===== src/rtl/seq_add16.sv =====
// Multi-cycle adder: one SLICE-bit ripple slice is reused for WIDTH/SLICE cycles,
// with a registered carry between slices and a start/busy/done handshake.
module seq_add16 #(
  parameter int WIDTH = 16,
  parameter int SLICE = 4
) (
  input  logic             clk,
  input  logic             rst_n,
  input  logic             start,
  input  logic [WIDTH-1:0] a,
  input  logic [WIDTH-1:0] b,
  input  logic             cin,
  output logic             busy,
  output logic             done,
  output logic [WIDTH-1:0] sum,
  output logic             cout,
  output logic             ovf
);

  localparam int NSLICE = WIDTH / SLICE;
  localparam int IDXW   = (NSLICE > 1) ? $clog2(NSLICE) : 1;
  localparam logic [IDXW-1:0] LAST_IDX = IDXW'(NSLICE - 1);

  typedef enum logic [1:0] {
    IDLE = 2'd0,
    RUN  = 2'd1,
    DONE = 2'd2
  } state_t;

  state_t           state_q, state_d;
  logic [IDXW-1:0]  idx_q, idx_d;
  logic             carry_q, carry_d;
  logic [WIDTH-1:0] aReg_q, aReg_d;
  logic [WIDTH-1:0] bReg_q, bReg_d;
  logic [WIDTH-1:0] acc_q, acc_d;
  logic [WIDTH-1:0] sum_q, sum_d;
  logic             cout_q, cout_d;
  logic             ovf_q, ovf_d;

  logic [SLICE-1:0] aSlice, bSlice;
  logic [SLICE:0]   sliceSum;

  always_ff @(posedge clk or negedge rst_n) begin
    if (!rst_n) begin
      state_q <= IDLE;
      idx_q   <= '0;
      carry_q <= 1'b0;
      aReg_q  <= '0;
      bReg_q  <= '0;
      acc_q   <= '0;
      sum_q   <= '0;
      cout_q  <= 1'b0;
      ovf_q   <= 1'b0;
    end else begin
      state_q <= state_d;
      idx_q   <= idx_d;
      carry_q <= carry_d;
      aReg_q  <= aReg_d;
      bReg_q  <= bReg_d;
      acc_q   <= acc_d;
      sum_q   <= sum_d;
      cout_q  <= cout_d;
      ovf_q   <= ovf_d;
    end
  end

  always_comb begin
    aSlice   = aReg_q[idx_q*SLICE +: SLICE];
    bSlice   = bReg_q[idx_q*SLICE +: SLICE];
    sliceSum = {1'b0, aSlice} + {1'b0, bSlice} + {{SLICE{1'b0}}, carry_q};
  end

  always_comb begin
    state_d = state_q;
    idx_d   = idx_q;
    carry_d = carry_q;
    aReg_d  = aReg_q;
    bReg_d  = bReg_q;
    acc_d   = acc_q;
    sum_d   = sum_q;
    cout_d  = cout_q;
    ovf_d   = ovf_q;

    unique case (state_q)
      IDLE: begin
        if (start) begin
          aReg_d  = a;
          bReg_d  = b;
          carry_d = cin;
          idx_d   = '0;
          state_d = RUN;
        end
      end
      RUN: begin
        acc_d[idx_q*SLICE +: SLICE] = sliceSum[SLICE-1:0];
        carry_d = sliceSum[SLICE];
        idx_d   = idx_q + IDXW'(1);
        // Last slice: publish the completed accumulator, including the slice just computed.
        if (idx_q == LAST_IDX) begin
          idx_d   = '0;
          sum_d   = acc_d;
          cout_d  = sliceSum[SLICE];
          ovf_d   = (aReg_q[WIDTH-1] == bReg_q[WIDTH-1]) &&
                    (acc_d[WIDTH-1] != aReg_q[WIDTH-1]);
          state_d = DONE;
        end
      end
      DONE: begin
        state_d = IDLE;
      end
      default: begin
        state_d = IDLE;
      end
    endcase
  end

  assign busy = (state_q != IDLE);
  assign done = (state_q == DONE);
  assign sum  = sum_q;
  assign cout = cout_q;
  assign ovf  = ovf_q;

endmodule


===== config.mk =====
export PLATFORM = sky130hd
export DESIGN_NAME = seq_add16
export DESIGN_NICKNAME = d
export VERILOG_FILES = /design/src/rtl/seq_add16.sv
export SDC_FILE = /design/constraint.sdc
export NUM_CORES = 1
export LEC_CHECK = 0
export ABC_CLOCK_PERIOD_IN_PS = 3100
export CORE_UTILIZATION = 39
export DETAILED_ROUTE_END_ITERATION = 10
export SKIP_CTS_REPAIR_TIMING = 1
export SLEW_MARGIN = 20
export SYNTH_ARGS = -nofsm -noshare
export SYNTH_HDL_FRONTEND = slang
export SYNTH_SLANG_ARGS = --single-unit
export TNS_END_PERCENT = 10

===== constraint.sdc =====
create_clock -name clk -period 3.1 [get_ports clk]
set_input_delay 0.31 -clock clk [delete_from_list [all_inputs] [get_ports clk]]
set_output_delay 0.31 -clock clk [all_outputs]
set_load 0.01 [all_outputs]

After elaboration in Yosys (flattened, before gate mapping)

Cells that the tools add are included.
Widths: inputs -> output; s select.

Bits of input ports: 36
Output and inout bits: 20
Logic and storage cells: 41
Bits in registers: 71

Equality and inequality tests: 7
Reductions and logical operators: 8
Shifts and indexed selects: 4
Add/subtract/negate cells: 4
Muxes and demuxes: 9

Operator list:

| cell                    | count |
|---|---|
| $neg 4->34              | 1 |
| $shift 4x34->16 const A | 1 |
| $shiftx 4x34->16        | 1 |
| $shiftx 16x5->4         | 2 |
| $bwmux 16               | 1 |
| $mux 2                  | 4 |
| $pmux 2 s2              | 2 |
| $reduce_and 2->1        | 4 |
| $add 4x4->5             | 1 |
| $add 5x1->5             | 1 |
| $eq 2x2->1 const B      | 2 |
| $ne 2x2->1 const B      | 2 |
| $reduce_bool 2->1       | 2 |
| $add 2x1->2 const B     | 1 |
| $eq 2x1->1 const B      | 1 |
| $logic_not 2->1         | 1 |
| $pmux 1 s2              | 1 |
| $eq 1x1->1              | 1 |
| $logic_and 1x1->1       | 1 |
| $mux 1                  | 1 |
| $ne 1x1->1              | 1 |

Depth between registers and ports, before layout

Gate-level depths: netlist of run 1.

Depth in word-level cells: 7
Gate-level depth with buffers: 10
Depth with buffers taken out: 8

Least setup slack after synthesis of run 1

No wires, ideal clock.

Kind: register -> register
Start: register idx_q[0]
End: register acc_q[14]
Required time: 2.979 ns
Period minus slack after synthesis: 2.735 ns
Library setup time: 0.121 ns
Stages on the path, launching flop included: 10
Path buffers: 2
Arrival: 2.614 ns
Path slack: 0.365 ns
Cell sequence: dfrtp_1 buf_2 buf_2 mux4_2 fa_1 inv_1 fa_1 xnor2_1 and2_1 a22o_2

Longest elaborated chain between the ends: 5
Elaborated cells on any way between the ends: 8
Classes of those cells: add/sub: 3; shift: 4; mux: 1

Ends and longest elaborated chain:

| element                                   | RTL line | source |
|---|---|---|
| start: declaration                        | 31       | `logic [IDXW-1:0] idx_q, idx_d;` |
| start signal: assignment                  | 56       | `idx_q <= idx_d;` |
| $shiftx 16x5->4, on equally long branches | 68, 69   |  |
| $add 4x4->5                               | 70       | `sliceSum = {1'b0, aSlice} + {1'b0, bSlice} + {{SLICE{1'b0}}, carry_q};` |
| $add 5x1->5                               | 70       |  |
| $shiftx 4x34->16                          | 95       | `acc_d[idx_q*SLICE +: SLICE] = sliceSum[SLICE-1:0];` |
| $bwmux 16 *                               | 95       |  |
| end signal: assignment                    | 50       | `acc_q <= '0;` |
| end signal: assignment                    | 60       | `acc_q <= acc_d;` |
| end: declaration                          | 35       | `logic [WIDTH-1:0] acc_q, acc_d;` |

Every way passes the cells marked *; elsewhere a longest branch is shown, timed or not.
A chain may end at the register's enable or synchronous reset.

Final worst setup path of run 1

Start: register idx_q[0]
End: register acc_q[7]

Same word-level chain as after synthesis.

==> impl_metrics.env, run 1 <==
export IMPL_placedCellCount=419
export IMPL_drv_slew=0
export IMPL_crit_reg2reg_launch="idx_q[0]"
export IMPL_ys_seq_elements=71
export IMPL_syn_cell_area_sq_um=3340
export IMPL_power_density_nw_per_um2=1150
export IMPL_clkTransAtPathRegs_ps=80
export IMPL_whs_ps=379
export IMPL_final_net_count=373
export IMPL_hpwl_mm=4.99
export IMPL_placed_area_sq_um=4010
export IMPL_crit_type="register to register"
export IMPL_area_delta_synth_final_pct=27.1
export IMPL_multi_input_comb_area_sq_um=1460
export IMPL_portBuffers=55
export IMPL_die_w_microns=94.5
export IMPL_initial_core_util_pct=40.4
export IMPL_drc=0
export IMPL_startpoint="idx_q[0]"
export IMPL_fin_skew_ps=9.36
export IMPL_cts_root_buffer="clkbuf_8"
export IMPL_grt_pass1_wl_mm=11.7
export IMPL_track_usage_pct=17.4
export IMPL_reg2reg_slack_ps=430
export IMPL_die_height_microns=94.5
export IMPL_finalCriticalPeriod_ps=2670
export IMPL_post_route_util_pct=51.4
export IMPL_power_mw=4.86
export IMPL_clock_latency_ps=350
export IMPL_internal_power_mw=3.00
export IMPL_cp_required_ps=3330
export IMPL_layout_commonest_cell="dfrtp_1"
export IMPL_power_switching_mw=1.87
export IMPL_htree_levels=3
export IMPL_seq_area_sq_um=1780
export IMPL_p_seq_share_pct=33.0
export IMPL_clk_path_buf_depth=2
export IMPL_rows=33
export IMPL_fin_setup_tns_ps=0
export IMPL_io_pins=56
export IMPL_dpl_worst_slack_ps=410
export IMPL_diodes=0
export IMPL_rsz0062_at_grt="no"
export IMPL_slew_headroom_pct=67.7
export IMPL_period_share_pct=86.1
export IMPL_clock_fmax_mhz=375
export IMPL_ys_warn_count=0
export IMPL_finalSetupViolCount=0
export IMPL_core_sq_um=8260
export IMPL_clock_sinks=71
export IMPL_syn_nets=313
export IMPL_tritoncts_num_buffers=9
export IMPL_routed_wl_mm=6.79
export IMPL_pwr_share_clk_pct=17.2
export IMPL_postRouteAntennaNets=0
export IMPL_fin_ws_ps=431
export IMPL_ys_seq_area_share_pct=53.2
export IMPL_fin_area_sq_um=4240
export IMPL_final_cell_mix="dfrtp_1, clkdlybuf4s50_1, mux2_2, nand2_1, o21ai_0"
export IMPL_drtPass1Iterations=4
export IMPL_hold_path_class="primary input to async pin"
export IMPL_stdcell_count=436
export IMPL_cap_violations=0
export IMPL_synth_cell_types=42
export IMPL_worstMarginPinSlew_ps=481
export IMPL_die_area_sq_um=8930
export IMPL_grt_overflow=0
export IMPL_leakage_nw=1.79
export IMPL_status="finished, final reports clean"
export IMPL_avgSynthCellArea_sq_um=12.5
export IMPL_critPathArrivalTime_ps=2900
export IMPL_crit_fanout=13
export IMPL_vias=2243
export IMPL_endpoint_kind="register"
export IMPL_drive_gt1_share_pct=21.1
export IMPL_max_vdd_ir_drop_uv=523
export IMPL_swShare_pct=38.4
export IMPL_fillers=756
export IMPL_antenna_found_initial=0
export IMPL_grt_pass1_vias=2247
export IMPL_cts_tree="yes"
export IMPL_grt_max_degree=37
export IMPL_synthCells=266
export IMPL_crit_path_start_kind="register"
export IMPL_via_per_inst=5.14
export IMPL_finalHoldViolations=0
export IMPL_wire_per_inst_microns=15.6
export IMPL_gp_congestion=0.795
export IMPL_comb_power_share_pct=49.8
export IMPL_drt_iter0_drc=78
## Yosys cell counts
cell type,number,area share (%)
nor2_1,5,0.56
ha_1,9,3.4
nor2b_1,12,2.2
clkbuf_1,4,0.45
a32o_1,7,2.1
nor3_1,1,0.15
or3_1,1,0.19
nor3b_1,4,0.90
and4_4,1,0.34
nor4b_4,1,0.71
nor3_2,1,0.30
mux4_2,8,5.4
nand2_1,23,2.6
a211oi_1,1,0.22
or2_2,1,0.19
a22oi_1,4,0.90
and3b_1,1,0.26
a21oi_1,11,1.6
dfrtp_1,71,53
xnor2_1,1,0.26
o21bai_1,1,0.22
o22a_1,3,0.79
buf_2,9,1.3
a22o_1,7,1.8
and4b_2,1,0.34
nand3_1,1,0.15
nand3b_1,1,0.22
fa_1,2,1.2
nand2b_1,1,0.19
o21ai_0,18,2.7
and4bb_4,1,0.49
nand4bb_1,1,0.34
a22o_2,1,0.30
clkinv_1,1,0.11
inv_1,10,1.1
and2_1,1,0.19
mux2_2,32,11
buf_1,1,0.11
o31ai_1,3,0.67
a21boi_0,1,0.22
a31oi_1,1,0.19
a21o_1,2,0.45
## logic make-up (layout without fill, tap and decap cells)
family | count (synthesis) | in the layout | synth area share, %
flip-flops | 71 | 71 | 53.2
AO/OA/AOI/OAI | 60 | 60 | 12.3
AND/OR/NAND/NOR | 58 | 58 | 10.3
multiplexers | 40 | 40 | 16.2
buffers and inverters | 25 | 90 | 3.15
adder cells (fa/ha/maj) | 11 | 11 | 4.57
XOR/XNOR | 1 | 1 | 0.262
## layout make-up
class                           instances  share of cell area, %
Inverter                               11                  0.973
Tap cell                              105                   3.10
Timing Repair Buffer                   63                   14.3
Clock inverter                          3                   1.53
Sequential cell                        71                   41.9
Clock buffer                           13                   3.75
Multi-Input combinational cell        170                   34.4
## flip-flops by register name (all words and copies together), names as in the netlist
| signal | flops |
|---|---|
| aReg_q | 16 |
| sum | 16 |
| cout | 1 |
| ovf | 1 |
| idx_q | 2 |
| bReg_q | 16 |
| carry_q | 1 |
| state_q | 2 |
| acc_q | 16 |
## final timing paths
kind | to | cells after the start
worst max-delay path | acc_q[7] | 6
worst min-delay path | sum[4] | 2
worst max register to register | acc_q[7] | 6
worst min register to register | sum[10] | 2
max in group asynchronous | acc_q[15] | 3
min in group clk | sum[10] | 2
## layer usage
metal	vias to the layer above	GRT usage [%]	part of all wire, %
met2	50	26.8	48
met5	-	0	0
li1	1085	-	-
met1	1099	24.1	47
met4	0	6.82	1.2
met3	9	3.70	3.9
## power groups by stage
stage / Clock [mW] / Combinational (mW) / Sequential, mW
final: 0.838 / 2.42 / 1.60
after global routing: 0.904 / 2.72 / 1.67
after CTS: 0.857 / 2.45 / 1.62
after detailed placement: 0 / 2.43 / 1.63
after global placement: 0 / 2.40 / 1.63
after floorplan: 0 / 1.74 / 1.55
## critical path: stages, from the launching register on
cell      delay (ps)
dfrtp_1          580
buf_4            290
mux4_2           520
ha_1             350
a21boi_0         400
nor2_1           150
a32o_1           270
(Power assumes the default switching activity.)
==> run 2: changes to the inputs <==
--- a/config.mk
+++ b/config.mk
@@ -8,6 +8,7 @@
 export ABC_CLOCK_PERIOD_IN_PS = 3100
 export CORE_UTILIZATION = 39
 export DETAILED_ROUTE_END_ITERATION = 10
+export DONT_BUFFER_PORTS = 1
 export SKIP_CTS_REPAIR_TIMING = 1
 export SLEW_MARGIN = 20
 export SYNTH_ARGS = -nofsm -noshare
==> impl_metrics.env, run 2 (synthesized netlist as in run 1, its figures left out) <==
export IMPL_vias=2061
export IMPL_endpoint_kind="register"
export IMPL_crit_path_start_kind="register"
export IMPL_clock_sinks=71
export IMPL_rsz0062_at_grt="no"
export IMPL_worst_r2r_cell_count=7
export IMPL_clkTransAtPathRegs_ps=80
export IMPL_routed_wl_mm=6.61
export IMPL_grt_max_degree=72
export IMPL_critPathArrivalTime_ps=2930
export IMPL_drtPass1Iterations=4
export IMPL_max_vdd_ir_drop_uv=467
export IMPL_finalSetupViolCount=0
export IMPL_hold_path_class="primary input to register"
export IMPL_core_sq_um=8260
export IMPL_fin_area_sq_um=3750
export IMPL_htree_levels=3
export IMPL_cp_top_family="adder cells"
export IMPL_swShare_pct=38.8
export IMPL_startpoint="idx_q[0]"
export IMPL_drive_gt1_share_pct=24.8
export IMPL_critical_path_buf_inv_count=1
export IMPL_drt_iter0_drc=125
export IMPL_crit_fanout=7
export IMPL_rows=33
export IMPL_internal_power_mw=2.94
export IMPL_drv_slew=0
export IMPL_status="finished, final reports clean"
export IMPL_crit_path_frequent_cell="fa_1"
export IMPL_clock_latency_ps=350
export IMPL_wire_per_inst_microns=17.4
export IMPL_final_net_count=316
export IMPL_postRouteAntennaNets=0
export IMPL_reg2reg_slack_ps=400
export IMPL_cp_required_ps=3330
export IMPL_grt_overflow=0
export IMPL_clock_fmax_mhz=370
export IMPL_crit_type="register to register"
export IMPL_grt_pass1_wl_mm=11.0
export IMPL_stdcell_count=379
export IMPL_whs_endpoint="bReg_q[8]"
export IMPL_comb_power_share_pct=44.9
export IMPL_final_cell_mix="dfrtp_1, mux2_2, nand2_1, o21ai_0, nor2b_1"
export IMPL_cts_root_buffer="clkbuf_8"
export IMPL_antenna_found_initial=0
export IMPL_power_density_nw_per_um2=1280
export IMPL_hold_start="b[8]"
export IMPL_layout_commonest_cell="dfrtp_1"
export IMPL_cp_slowest_cell="mux4_2"
export IMPL_finalCriticalPeriod_ps=2700
export IMPL_portBuffers=0
export IMPL_p_seq_share_pct=34.5
export IMPL_power_switching_mw=1.87
export IMPL_via_per_inst=5.44
export IMPL_io_pins=56
export IMPL_leakage_nw=1.60
export IMPL_track_usage_pct=16.6
export IMPL_fin_setup_tns_ps=0
export IMPL_die_w_microns=94.5
export IMPL_cap_violations=0
export IMPL_cts_tree="yes"
export IMPL_worstMarginPinSlew_ps=546
export IMPL_initial_core_util_pct=40.4
export IMPL_placedCellCount=361
export IMPL_gp_congestion=0.765
export IMPL_area_delta_synth_final_pct=12.3
export IMPL_pwr_share_clk_pct=20.6
export IMPL_fin_skew_ps=8.81
export IMPL_crit_reg2reg_launch="idx_q[0]"
export IMPL_path_cells="mux4_2, fa_1, inv_1, fa_1, xnor2_1, and2_1, a22o_2"
export IMPL_hpwl_mm=4.60
export IMPL_grt_pass1_vias=2162
export IMPL_placed_area_sq_um=3440
export IMPL_drc=0
export IMPL_slew_headroom_pct=63.4
export IMPL_fillers=777
export IMPL_worst_path_stages=7
export IMPL_period_share_pct=87.1
export IMPL_power_mw=4.81
export IMPL_clk_path_buf_depth=2
export IMPL_hold_depth=1
export IMPL_finalHoldViolations=0
export IMPL_die_area_sq_um=8930
export IMPL_r2r_end="acc_q[14]"
export IMPL_post_route_util_pct=45.4
export IMPL_diodes=0
export IMPL_slowest_delay_ps=580
export IMPL_die_height_microns=94.5
export IMPL_tritoncts_num_buffers=9
==> run 2: cell types whose count changed in the layout (fill, tap and decap cells not counted) <==
cell / before / now
bufinv_16: 2 / 4
buf_2: 1 / 0
buf_16: 0 / 1
clkbuf_1: 2 / 1
clkdlybuf4s50_1: 54 / 0
clkinv_4: 0 / 1
clkbuf_8: 11 / 10
clkinv_2: 1 / 0
buf_4: 7 / 4
==> run 2: how the worst max path moves through the flow <==
stage / endpoint / slack [ps]
floorplan: acc_q[14] / 360
global placement: acc_q[14] / 420
detailed placement: acc_q[14] / 380
CTS: acc_q[7] / 360
global route: acc_q[7] / 200
finish: acc_q[14] / 400
==> run 2: area by class of cell <==
cell class | count | area, sq um | share of cell area [%]
clock inverter | 5 | 129 | 3.44
multi-input combinational | 170 | 1460 | 39.0
sequential | 71 | 1780 | 47.4
inverter | 11 | 41.3 | 1.10
timing repair buffer | 6 | 67.6 | 1.80
clock buffer | 11 | 141 | 3.77
tap | 105 | 131 | 3.50
==> run 2: layer usage <==
layer	share of wire (%)	GRT usage, %	up-vias
li1	-	-	969
met1	46	21.3	1030
met2	45	25.0	50
met3	5.9	5.80	12
met4	2.2	8.21	0
met5	0	0	-
==> run 2: metrics by stage <==
stage               hold WS (ps)  setup WS (ps)
floorplan                   14.4            365
global route                87.5            198
global placement            18.4            418
finish                       105            400
detailed placement          16.7            383
CTS                         -365            359
==> run 2: power by group through the flow <==
stage | clock network, mW | logic, mW | registers, mW
after floorplan | 0 | 1.74 | 1.55
after global placement | 0 | 2.11 | 1.68
after detailed placement | 0 | 2.14 | 1.69
after CTS | 1.01 | 2.15 | 1.67
after global routing | 1.05 | 2.42 | 1.73
final | 0.990 | 2.16 | 1.66
